--- src/rtl/signmag_normalizer.sv ---
// Converts a two's-complement sum into sign, left-normalised mantissa and leading-zero count.
// Two-stage valid/ready pipeline; define SIGNMAG_NORM_ROUND_EN for round-to-nearest-even mantissa.
module signmag_normalizer #(
    parameter int sig_width  = 4,
    parameter int low_expand = 2
) (
    input  logic                          clk,
    input  logic                          rst,
    input  logic                          in_valid,
    output logic                          in_ready,
    input  logic [sig_width+low_expand+3:0] sum_in,
    output logic                          out_valid,
    input  logic                          out_ready,
    output logic                          sign_out,
    output logic                          zero_out,
    output logic [$clog2(sig_width+low_expand+5)-1:0] lzc_out,
    output logic [sig_width:0]            mant_out,
    output logic                          rnd_carry
);

    localparam int W  = sig_width + 4 + low_expand;
    localparam int LW = $clog2(W + 1);
    localparam int MW = sig_width + 1;

    logic          adv1, adv2;
    logic          s1_valid, s1_sign, s1_zero;
    logic [W-1:0]  s1_mag;
    logic [LW-1:0] lzc;
    logic [MW-1:0] mant_trunc, mant_fin;
    logic          carry_fin;

    assign adv2     = !out_valid || out_ready;
    assign adv1     = !s1_valid || adv2;
    assign in_ready = adv1;

    // S1 may refill a bubble even while S2 is stalled.
    always_ff @(posedge clk) begin
        if (rst) begin
            s1_valid <= 1'b0;
            s1_sign  <= 1'b0;
            s1_zero  <= 1'b0;
            s1_mag   <= '0;
        end else if (adv1) begin
            s1_valid <= in_valid;
            if (in_valid) begin
                s1_sign <= sum_in[W-1];
                s1_zero <= (sum_in == '0);
                s1_mag  <= sum_in[W-1] ? (~sum_in + W'(1)) : sum_in;
            end
        end
    end

    always_comb begin
        lzc = LW'(W);
        for (int i = 0; i < W; i++) begin
            if (s1_mag[i]) lzc = LW'(W - 1 - i);
        end
    end

`ifdef SIGNMAG_NORM_ROUND_EN
    localparam int GB = W - MW - 1;

    logic [W-1:0] norm;
    logic         guard, sticky, round_up;
    logic [MW:0]  mant_sum;

    assign norm       = s1_mag << lzc;
    assign mant_trunc = norm[W-1 -: MW];
    assign guard      = norm[GB];
    assign sticky     = |norm[GB-1:0];
    assign round_up   = guard && (sticky || mant_trunc[0]);
    assign mant_sum   = {1'b0, mant_trunc} + {{MW{1'b0}}, round_up};

    // A carry out of an all-ones mantissa wraps to 1.000 and bumps the exponent downstream.
    always_comb begin
        mant_fin  = mant_sum[MW-1:0];
        carry_fin = 1'b0;
        if (mant_sum[MW]) begin
            mant_fin  = {1'b1, {sig_width{1'b0}}};
            carry_fin = 1'b1;
        end
    end
`else
    assign mant_trunc = MW'((s1_mag << lzc) >> (W - MW));
    assign mant_fin   = mant_trunc;
    assign carry_fin  = 1'b0;
`endif

    always_ff @(posedge clk) begin
        if (rst) begin
            out_valid <= 1'b0;
            sign_out  <= 1'b0;
            zero_out  <= 1'b0;
            lzc_out   <= '0;
            mant_out  <= '0;
            rnd_carry <= 1'b0;
        end else if (adv2) begin
            out_valid <= s1_valid;
            if (s1_valid) begin
                sign_out  <= s1_sign;
                zero_out  <= s1_zero;
                lzc_out   <= lzc;
                mant_out  <= mant_fin;
                rnd_carry <= carry_fin;
            end
        end
    end

endmodule

--- config.mk ---
export PLATFORM = sky130hd
export DESIGN_NAME = signmag_normalizer
export DESIGN_NICKNAME = d
export VERILOG_FILES = /design/src/rtl/signmag_normalizer.sv
export SDC_FILE = /design/constraint.sdc
export NUM_CORES = 1
export LEC_CHECK = 0
export ABC_AREA = 1
export CORE_MARGIN = 4
export CORE_UTILIZATION = 40
export DETAILED_ROUTE_END_ITERATION = 8
export DONT_BUFFER_PORTS = 1
export RECOVER_POWER = 50
export SYNTH_ARGS = -nofsm -noshare
export SYNTH_HDL_FRONTEND = slang
export SYNTH_SLANG_ARGS = --single-unit
--- constraint.sdc ---
create_clock -name clk -period 1.7 [get_ports clk]
set_clock_uncertainty 0.1 [all_clocks]
set_input_delay 0.085 -clock clk [delete_from_list [all_inputs] [get_ports clk]]
set_output_delay 0.085 -clock clk [all_outputs]
set_load 0.1 [all_outputs]
# After elaboration in Yosys (flattened, before gate mapping)
# Cells that the tools add are included.
dict set report totals {
  regBits 25
  inputBits 14
  output_inout_bits 14
  elab_cells 30
}
dict set report classes {
  n_addsub 1
  shift 1
  muxes 11
  bitwise_logic 1
  n_reduce_logical 7
}
# op count
set ops {}
lappend ops {{$mux W4} 9}
lappend ops {{$add A10 B1 Y10 const B} 1}
lappend ops {{$logic_not A10 Y1} 1}
lappend ops {{$mux W10} 1}
lappend ops {{$not A10 Y10} 1}
lappend ops {{$shl A10 B4 Y10} 1}
lappend ops {{$reduce_and A2 Y1} 2}
lappend ops {{$logic_not A1 Y1} 2}
lappend ops {{$logic_or A1 B1 Y1} 2}
lappend ops {{$mux W2} 1}

# Logic depth before layout (Yosys ltp)
# Gate-level depths: netlist (run 1).
dict set report logic_depth {
  word_depth 11
  depth_mapped 13
  mapped_depth_nobuf 13
}

# Least setup slack after synthesis (run 1)
# Ideal clock, no wire load.
dict set report synth_timing {
  path_kind {register to register}
  startpoint {register out_valid}
  endpoint {register s1_mag[5]}
  setup_time_ps 117
  arrival_ps 2971
  t_required_ps 1483
  slack_ps -1488
  stages_incl_launch_ff 7
  path_buffers 1
  period_less_slack_ps 3188
  cell_sequence {dfxtp_1 nand3_1 nand2_1 inv_2 buf_2 o221ai_1 inv_1}
}
dict set report synth_via {
  elab_chain_len 4
}
# item line_no
set synth_lines {}
lappend synth_lines {{from (decl)} 12} ;# output logic out_valid,
lappend synth_lines {{from (signal assigned)} 98} ;# out_valid <= s1_valid;
lappend synth_lines {{$logic_not A1 Y1} 32} ;# assign adv2 = !out_valid || out_ready;
lappend synth_lines {{$logic_or A1 B1 Y1} 32}
lappend synth_lines {{$logic_or A1 B1 Y1} 33} ;# assign adv1 = !s1_valid || adv2;
lappend synth_lines {{net in_ready} 10} ;# output logic in_ready,
lappend synth_lines {{$reduce_and A2 Y1 (no source line)} --}
lappend synth_lines {{to (signal assigned)} 48} ;# s1_mag <= sum_in[W-1] ? (~sum_in + W'(1)) : sum_in;
lappend synth_lines {{to (decl)} 27} ;# logic [W-1:0] s1_mag;
# The timed path passes the listed nets, and every way through them passes these cells.
# A chain may end at the register's enable or synchronous reset.

# Final worst setup path (run 1)
dict set report layout_timing {
  startpoint {register s1_mag[6]}
  endpoint {register mant_out[3]}
}
dict set report layout_via {
  elab_chain_len 5
}
# item line_no
set layout_lines {}
lappend layout_lines {{$mux W4 (4 in a row)} 56} ;# if (s1_mag[i]) lzc = LW'(W - 1 - i);
lappend layout_lines {{$shl A10 B4 Y10 (*)} 84} ;# assign mant_trunc = MW'((s1_mag << lzc) >> (W - MW));
lappend layout_lines {{to (signal assigned)} 103} ;# mant_out <= mant_fin;
lappend layout_lines {{to (decl)} 17} ;# output logic [sig_width:0] mant_out,
# Every way passes the cells marked *; elsewhere a longest branch is shown, timed or not.

==> summary.md, run 1 <==
| Metric | Value |
|---|---|
| Final hold vios | 0 |
| Final Cell Area | between 1500 and 2000 um2 |
| CP cell instances | or2_4 -> nor2_4 -> nand2_4 -> nand2_1 -> nor2_1 -> nand3_1 -> nand4_1 -> nand2_1 -> a21oi_2 |
| Avg Vias per Cell | 5.074 |
| Crit start category | register |
| Worst reg-to-reg setup slack | between 100 and 150 ps |
| FMAX | between 600 and 700 MHz |
| Die X | 68.63 um |
| Via count | 1,431 |
| Biggest area consumer among synthesized cells | dfxtp_1 |
| Largest net degree at the start of global routing | 20 |
| Post-synth EDFFs | 0 |
| Worst skew pair latency | between 200 and 300 ps |
| Final setup viols | 0 |
| Synth top cells by count | nand2_1 (45), nand3_1 (27), dfxtp_1 (25), inv_1 (18) |
| Status | finished, final reports clean |
| Synth warn | 0 |
| Number of global-route vias before repair | approximately 1,400 |
| Synth top area share | 0.3404 |
| Synth cell types | 33 |
| CP Capture Type | register |
| Reg2Reg Depth | 9 |
| CP peak stage delay | between 300 and 400 ps |
| Core Footprint | 3442 um2 |
| Cell family with most CP delay | simple AND/OR/NAND/NOR gates |
| Most frequent CP cell | nand2_1 |
| Unrepaired setup endpoints after global routing | true |
| Hold Path Sink | s1_mag[9] |
| Hold path cells | 3 |
| Pwr Density | 914.2 nW/um2 |
| CTS tree | done |
| Final period util | 0.9133 |
| Min Tclk post-route | around 1600 ps |
| Layout area overhead | 22.64% |
| Worst path bufs/invs | 0 |
| Total die area | around 4700 um2 |
| Nets | roughly 250 |
| Final Slew Violations | 0 |
| CTS HTree Levels | 1 |
| Reg-to-Reg End | mant_out[3] |
| Initial antenna violation count | 0 |
| Setup TNS | 0 ps |
| Layout cells sized above 1 | 0.2288 |
| Top cells by area, synth | dfxtp_1 (34%), nand2_1 (11%), nand3_1 (9.2%), a21oi_1 (5.4%), o21ai_0 (5.1%) |
| # DRC | 0 |
| Placed cell areas | approximately 1600 um2 |
| Top_reg_cell synth | dfxtp_1 |
| Drt pass-1 iters | 4 |
| Placer congestion estimate | roughly 0.85 |
| Max-cap violation count | 0 |
| GRT Resource Usage Total | 0.1628 |
| Register area share after synthesis | 0.3404 |
| 1st-iter DRT viols | between 50 and 60 |
| Finished Core Util | 0.5238 |
| Syn Inst Count | between 200 and 250 |
| Max clock buf depth | 2 |
| #FFs+latches synth | 25 |
| Clk pin slew, worst setup/hold paths | approximately 100 ps |
| Crit Path Category | register to register |
| First-pass GRT wire length | approximately 5900 um |
| Worst-Margin Slew | between 500 and 600 ps |
| Setup crit start | s1_mag[6] |
| Worst IR Drop VDD | 0.0003770 V |
| Grt ovf | 0 |
| RR Startpoint | s1_mag[6] |
| Starting density of the core | 0.4271 |
| Port buffer count | 0 |
| Post-Syn Area | between 1000 and 1500 um2 |
| N_diodes | 0 |
| HP Class | primary input to register |
| Antenna Nets Post-Route | 0 |
| Rel. slew slack | 0.6234 |
| LEAKAGE | ~0.82 nW |
| Worst min-delay path startpoint | sum_in[5] |
| CTS root buffer | clkbuf_8 |
| Crit-path max FO | 5 |
| Async S/R FF share, synth | 0 |
| Cell with the most instances after synthesis | nand2_1 |
| Clock Sinks | 25 |
| Drt total wl | roughly 3500 um |
| Ports | 28 |
| Die H | about 70 um |
| Per-cell routed wire length | about 13 um |
| Clock buffer count from CTS | 3 |
| Crit path required time | approximately 1800 ps |
| Final HPWL DP | 2725 um |
| Num rows | 21 |
| CP arrival | between 1500 and 2000 ps |
| Avg Cell Area, Syn | 7.001 um2 |
| Worst path slowest cell | dfxtp_1 |
| Syn Nets | about 230 |
[metrics by stage]
stage	instances	hold WS [ps]	power, mW	worst slack, ps
3_3_place_gp	264	45.94	1.262	157.8
6_report	282	3.209	1.648	147.3
3_5_place_dp	264	50.13	1.265	159.3
2_1_floorplan	210	145.4	1.173	-23.62
4_1_cts	281	5.175	1.659	137.2
5_1_grt	282	16.47	1.751	-2.177
[per-layer routing]
layer  share of wire  track usage  up-vias
li1                -            -      747
met1            0.43       0.2030      652
met2            0.51       0.2932       28
met3           0.051      0.02107        4
met4          0.0048      0.03970        0
met5               0            0        -
[sequential cells by signal, indices dropped and copies added, names as in the netlist]
signal / flops
s1_mag: 10
mant_out: 5
lzc_out: 4
out_valid: 1
s1_sign: 1
s1_valid: 1
s1_zero: 1
sign_out: 1
zero_out: 1
[report_power, final]
| part | switching, mW | leakage (nW) | internal (mW) | total, mW |
|---|---|---|---|---|
| registers | 0.0323 | 0.208 | 0.630 | 0.662 |
| logic | 0.445 | 0.586 | 0.173 | 0.619 |
| clock network | 0.202 | 0.0217 | 0.166 | 0.368 |
| total | 0.679 | 0.816 | 0.969 | 1.65 |
[timing repair]
action / in CTS / in global routing
gates resized for setup: 0 / 8
endpoints found under the setup margin: 0 / 2
endpoints found under the hold margin: 18 / 0
hold buffers: 13 / 0
setup buffers: 0 / 1
[cell usage in the layout (no fill, tap or decap), types with 2 or more instances in the layout]
master,instances
nand3_1,26
inv_2,7
a21oi_2,2
o21ai_0,15
a21oi_1,16
clkbuf_8,3
buf_4,2
xor2_1,2
nand2_4,3
inv_1,17
dfxtp_1,21
nor2_1,16
dlygate4sd3_1,13
o221ai_2,4
nor3_1,4
nand2_2,3
dfxtp_2,3
nand2_1,42
nand4_1,3
clkbuf_2,13
nor2_4,2
[cell families (layout without fill, tap and decap cells)]
kind of cell             after synthesis  count (layout)  synth area share
XOR/XNOR                               3               3           0.01788
AO/OA/AOI/OAI                         41              41            0.1668
other                                  1               1          0.002551
flip-flops                            25              25            0.3404
buffers and inverters                 32              58            0.1021
AND/OR/NAND/NOR                      107             107            0.3617
adder cells (fa/ha/maj)                1               1          0.008509
[worst reg2reg max path: stages, from the launching register on]
cell and delay, ps:
dfxtp_1 360, or2_4 290, nor2_4 130, nand2_4 80, nand2_1 110, nor2_1 50
nand3_1 90, nand4_1 110, nand2_1 100, a21oi_2 50
[worst max path at each step]
stage               depth (start not counted)  slack [ps]     endpoint
global route                               13          -2  mant_out[2]
CTS                                        10         140  mant_out[2]
detailed placement                         10         160  mant_out[2]
global placement                            9         160  mant_out[3]
finish                                      9         150  mant_out[3]
floorplan                                   6         -20    s1_mag[4]
[area by class of cell]
type	count	area (um2)
tap	46	57.56
clock buffer	3	41.29
sequential	25	508.0
clock inverter	1	7.507
multi-input combinational	153	873.3
timing repair buffer	28	210.2
fill	338	1639
inverter	26	105.1
Note: power is estimated with default switching activity, not from simulation.
==> run 2, diff against run 1 <==
--- a/config.mk
+++ b/config.mk
@@ -8,9 +8,11 @@
 export ABC_AREA = 1
 export CORE_MARGIN = 4
 export CORE_UTILIZATION = 40
+export CTS_BUF_LIST = sky130_fd_sc_hd__clkbuf_16
 export DETAILED_ROUTE_END_ITERATION = 8
 export DONT_BUFFER_PORTS = 1
 export RECOVER_POWER = 50
+export SETUP_SLACK_MARGIN = 0.5
 export SYNTH_ARGS = -nofsm -noshare
 export SYNTH_HDL_FRONTEND = slang
 export SYNTH_SLANG_ARGS = --single-unit
==> run 2 against run 1 <==
Effect of this change: the run now ends with negative hold slack left; wire length rose by 34%; non-clock buffer count rose by 11; first-iteration DRC count rose by 22%; setup slack got worse by 67 ps; sequential power rose by 0.6%; die area did not move; combinational power rose by 32%; global-route usage rose by 2.7 points; design area rose by 19%; critical endpoint unchanged; clock power rose by 49%; sequential share of layout area fell by 3.6 points; maximum frequency fell by 4.2%.
==> summary.md, run 2 (synthesis gave the netlist of run 1 again) <==
| Metric | Value |
|---|---|
| Status | complete, but fails checks |
| Failing checks | negative hold slack |
| Met3 WL post-DR | 215 um |
| Total die area | ~4700 um2 |
| Largest net degree at the start of global routing | 20 |
| Final hold vios | 8 |
| # DRC | 0 |
| Worst skew pair latency | approximately 260 ps |
| Share of power burned in registers | 0.328 |
| Clock Sinks | 25 |
| Avg Vias per Cell | 5.492 |
| Most frequent cells in the layout | nand2_1 (32), inv_1 (16), nand3_1 (16) |
| Die H | 68.63 um |
| Setup TNS | 0 ps |
| Drt total wl | between 4000 and 5000 um |
| Max-cap violation count | 0 |
| Final period util | 0.9529 |
| Nets | ~270 |
| Worst-Margin Slew | approximately 560 ps |
| Worst min-delay path startpoint | rst |
| Crit Path Category | register to register |
| Placed cell areas | between 1500 and 2000 um2 |
| 1st-iter DRT viols | slightly above 70 |
| Hold buffers post-CTS | 9 |
| Placer congestion estimate | around 1 |
| M1 WL | approximately 1900 um |
| Crit path required time | roughly 1800 ps |
| Combinational power share | 0.403 |
| Clock network power share | 0.269 |
| Ports | 28 |
| Max FFs per register | 10 |
| Drt pass-1 iters | 7 |
| P_sw | slightly above 800 uW |
| Initial antenna violation count | 0 |
| CTS HTree Levels | 1 |
| Reg-to-Reg End | mant_out[3] |
| CP Capture Type | register |
| N_diodes | 0 |
| RR Startpoint | s1_mag[1] |
| Switching portion of total power | 0.4052 |
| Final Slew Violations | 0 |
| Met2 wire length | around 2500 um |
| Per-cell routed wire length | 16.02 um |
| Filler cell count | 308 |
| Grt ovf | 0 |
| Final HPWL DP | 2739 um |
| Final hold slack | -235.0 ps |
| Max clock buf depth | 2 |
| Rel. slew slack | 0.6289 |
| Layout cells sized above 1 | 0.4337 |
| Port buffer count | 0 |
| Final Cell Area | 2145 um2 |
| Via count | around 1,600 |
| GRT Resource Usage Total | 0.1898 |
| Clock buffer count from CTS | 3 |
| Hold path cells | 1 |
| Unrepaired setup endpoints after global routing | true |
| Hold Path Sink | mant_out[3] |
| FMAX | just over 600 MHz |
| Overall Power | 2.030 mW |
| Crit-path max FO | 8 |
| Core Footprint | 3442 um2 |
| First-pass GRT wire length | just under 7000 um |
| P_int | 1.208 mW |
| CTS root buffer | clkbuf_16 |
| CP arrival | roughly 1700 ps |
| Die X | 68.63 um |
| CTS tree | done |
| Starting density of the core | 0.4271 |
| Num rows | 21 |
| HP Class | primary input to register |
| Crit start category | register |
| Largest register by flop count | s1_mag |
| Biggest regs | s1_mag (10), mant_out (5), lzc_out (4) |
| Layout area overhead | 45.87% |
| Worst IR Drop VDD | 0.0005363 V |
| Min Tclk post-route | roughly 1600 ps |
| Number of global-route vias before repair | 1,495 |
| LEAKAGE | approximately 0.96 nW |
| Worst reg-to-reg setup slack | approximately 80 ps |
| Pwr Density | about 950 nW/um2 |
| Reg2Reg Depth | 13 |
| Antenna Nets Post-Route | 0 |
| Highest metal used | met4 |
| Clk pin slew, worst setup/hold paths | about 70 ps |
| Final setup viols | 0 |
| Commonest non-fill, non-tap cell in the layout | nand2_1 |
[run 2: cell count changes in the layout (fill, tap and decap cells not counted), sizes merged]
cell          previous run  this run
dlymetal6s4s             0         1
clkinv                   0         2
inv                     26        25
clkbuf                  16        18
buf                      2        15
nand2                   49        50
dlygate4sd3             13         8
[run 2: area by class of cell]
type,instances,area [um2],area share
flip-flops and latches,25,526.8,0.2456
clock inverters,1,7.507,0.003501
repair inverters,1,8.758,0.004084
clock buffers,3,75.07,0.03501
multi-input cells,154,1039,0.4842
repair buffers,39,297.8,0.1389
well taps,46,57.56,0.02684
inverters,26,132.6,0.06184
[run 2: how the worst max path moves through the flow]
stage | from | endpoint | slack (ps) | cells after the start
floorplan | out_valid | s1_mag[4] | -20 | 6
global placement | s1_mag[6] | mant_out[3] | 160 | 9
detailed placement | s1_mag[8] | mant_out[1] | 170 | 8
CTS | s1_mag[1] | mant_out[3] | 220 | 13
global route | s1_mag[1] | mant_out[2] | -20 | 13
finish | s1_mag[1] | mant_out[3] | 80 | 13
[run 2: timing repair]
| action | 4_1_cts | 5_1_grt |
|---|---|---|
| pin swaps | 14 | 20 |
| hold endpoints to repair | 17 | 8 |
| gates cloned | 0 | 2 |
| endpoints found under the setup margin | 11 | 18 |
| resized for setup | 27 | 39 |
| buffers inserted | 12 | 5 |
[run 2: per-layer routing]
layer / vias to the layer above / GRT usage
li1: 775 / -
met1: 758 / 0.2186
met2: 66 / 0.3468
met3: 21 / 0.03728
met4: 0 / 0.06203
met5: - / 0
[run 2: power groups by stage]
stage / combinational (mW) / clock, mW / sequential [mW]
2_1_floorplan: 0.346 / 0 / 0.834
3_3_place_gp: 0.584 / 0 / 0.676
3_5_place_dp: 0.591 / 0 / 0.678
4_1_cts: 0.704 / 0.549 / 0.662
5_1_grt: 0.866 / 0.571 / 0.669
6_report: 0.817 / 0.547 / 0.666
[run 2: critical path, cell delays in order (launching register included)]
cell and delay, ps:
dfxtp_2 320, inv_2 80, nand2_2 70, nand2_2 70, nand2_1 50, nand2_1 90, nand2_2 110, nand2_8 130
nand2_4 80, nand2_2 90, nand3_1 70, nand4_1 120, nand2_1 70, a21oi_2 120
[run 2: metrics by stage]
step / setup WS (ps) / instances / hold slack [ps] / util
floorplan: -23.62 / 210 / 145.4 / -
global placement: 155.3 / 263 / 42.31 / 0.4773
detailed placement: 166.7 / 263 / 42.86 / 0.4773
CTS: 216.4 / 288 / -236.6 / 0.5798
global route: -22.23 / 295 / -237.1 / 0.6230
finish: 80.00 / 295 / -235.0 / 0.6230
==> run 3, diff against run 2 <==
--- a/config.mk
+++ b/config.mk
@@ -12,6 +12,7 @@
 export DETAILED_ROUTE_END_ITERATION = 8
 export DONT_BUFFER_PORTS = 1
 export RECOVER_POWER = 50
+export REMOVE_ABC_BUFFERS = 1
 export SETUP_SLACK_MARGIN = 0.5
 export SYNTH_ARGS = -nofsm -noshare
 export SYNTH_HDL_FRONTEND = slang
==> run 3 against run 2 <==
Effect of this change: the flow still finishes with violations (negative hold slack); global-route usage rose by 0.78 points; sequential power barely moved; core utilization fell by 2.3 points; power fell by 3.1%; sequential share of layout area rose by 0.45 points; cell count rose by 1.7%; via count fell by 0.56%; non-clock buffer count rose by 5; die area did not move; register-to-register slack improved by 40 ps; critical path depth did not move; critical path type unchanged.
==> summary.md, run 3 (synthesis gave the netlist of run 1 again) <==
| Metric | Value |
|---|---|
| Most frequent cells in the layout | nand2_1 (34), nand3_1 (24), inv_1 (16), dfxtp_1 (16), buf_4 (16) |
| Placed cell areas | 1600 um2 |
| Setup TNS | 0 ps |
| Worst-Margin Slew | 566.1 ps |
| Worst Setup EP | mant_out[3] |
| Overall Power | 1.968 mW |
| 1st-iter DRT viols | 142 |
| Port buffer count | 0 |
| Worst IR Drop VDD | between 0.0007 and 0.0008 V |
| Antenna Nets Post-Route | 0 |
| Layout area overhead | 40.51% |
| Final period util | 0.9305 |
| Layout cells sized above 1 | 0.3740 |
| Reg2Reg Depth | 13 |
| Max FFs per register | 10 |
| Crit Path Category | register to register |
| Drt total wl | around 4400 um |
| Initial antenna violation count | 0 |
| Commonest non-fill, non-tap cell in the layout | nand2_1 |
| Failing checks | negative hold slack |
| Nets | 270 |
| Number of global-route vias before repair | between 1,500 and 2,000 |
| Largest net degree at the start of global routing | 18 |
| Final hold slack | -223.0 ps |
| Max-cap violation count | 0 |
| FMAX | between 600 and 700 MHz |
| Largest register by flop count | s1_mag |
| Ports | 28 |
| Crit start category | register |
| RR Startpoint | s1_mag[1] |
| Die H | between 60 and 70 um |
| Final setup viols | 0 |
| Clock buffer count from CTS | 3 |
| Worst skew pair latency | 260 ps |
| N_diodes | 0 |
| CTS HTree Levels | 1 |
| Worst reg-to-reg setup slack | around 120 ps |
| Crit-path max FO | 8 |
| CTS root buffer | clkbuf_16 |
| CP arrival | 1680 ps |
| Min Tclk post-route | between 1500 and 2000 ps |
| Placer congestion estimate | 0.8872 |
| GRT Resource Usage Total | 0.1976 |
| LEAKAGE | 0.9407 nW |
| Unrepaired setup endpoints after global routing | true |
| Via count | between 1,500 and 2,000 |
| Per-cell routed wire length | between 10 and 15 um |
| Drt pass-1 iters | 5 |
| # DRC | 0 |
| Finished Core Util | 0.6001 |
| Hold buffers post-CTS | 10 |
| Pwr Density | 952.6 nW/um2 |
| Final Slew Violations | 0 |
| Final Cell Area | just over 2000 um2 |
| Max clock buf depth | 2 |
| Rel. slew slack | 0.6226 |
| HP Class | primary input to register |
| Num rows | 21 |
| Grt ovf | 0 |
| Final hold vios | 8 |
| Status | complete, but fails checks |
| First-pass GRT wire length | a little over 7000 um |
| Biggest regs | s1_mag (10), mant_out (5), lzc_out (4) |
| Starting density of the core | 0.4271 |
| Core Footprint | roughly 3400 um2 |
| Clk pin slew, worst setup/hold paths | 70 ps |
| Filler cell count | approximately 310 |
| CTS tree | done |
| Clock Sinks | 25 |
| Die X | between 60 and 70 um |
| CP Capture Type | register |
| Total die area | ~4700 um2 |
| Final HPWL DP | approximately 2600 um |
| Setup crit start | s1_mag[1] |
| Avg Vias per Cell | about 5.4 |
| Crit path required time | about 1800 ps |
| Reg-to-Reg End | mant_out[3] |
run 3: cell types whose count changed in the layout (fill, tap and decap cells not counted), sizes merged:
cell | before | now
clkinv | 2 | 0
inv | 25 | 26
dlygate4sd3 | 8 | 9
clkinvlp | 1 | 2
buf | 15 | 19
run 3: area by class of cell:
type,instances,area (um2),share of cell area
repair inverters,1,7.507,0.003634
repair buffers,44,339.1,0.1641
inverters,26,110.1,0.05330
clock buffers,3,75.07,0.03634
flip-flops and latches,25,516.7,0.2502
multi-input cells,154,952.2,0.4609
well taps,46,57.56,0.02786
clock inverters,1,7.507,0.003634
run 3: repair_timing:
action                     in CTS  in global routing
gates cloned                    2                  0
pin swaps                      10                 14
hold endpoints to repair       17                  8
gates resized for setup        18                 40
setup endpoints to repair      18                 19
buffers inserted               14                  4
run 3: worst max-delay path: stages, from the launching register on:
cell and delay (ps):
dfxtp_2 320, inv_2 70, nand2_1 50, nand2_1 50, nand2_1 40, nand2_1 80
nand2_2 100, nand2_8 140, nand2_8 80, nand2_2 70, nand2_1 70, nand2_1 70
nand4_1 110, a21oi_2 150
run 3: routing by layer:
metal,vias up,track usage,share of wire
li1,792,-,-
met5,-,0,0
met2,50,0.3409,0.53
met3,10,0.04214,0.040
met1,759,0.2364,0.41
met4,0,0.07940,0.020
run 3: worst min-delay path by stage:
stage / startpoint / end / slack, ps / cells past startpoint
2_1_floorplan: rst / mant_out[3] / 50 / 1
3_3_place_gp: rst / mant_out[3] / 50 / 1
3_5_place_dp: rst / mant_out[3] / 50 / 1
4_1_cts: rst / out_valid / -220 / 1
5_1_grt: rst / s1_valid / -230 / 1
6_report: rst / mant_out[0] / -220 / 1
run 3: where the power goes:
| part | switching, mW | internal [mW] |
|---|---|---|
| Combinational | 0.519 | 0.247 |
| Clock | 0.218 | 0.319 |
| Sequential | 0.0333 | 0.631 |
| Total | 0.770 | 1.20 |
run 3: stage by stage:
stage                     worst slack, ps  instances
final                               118.2        300
after global routing                1.091        300
after CTS                           218.1        296
after detailed placement            196.9        266
after global placement              199.5        266
after floorplan                     -1473        204
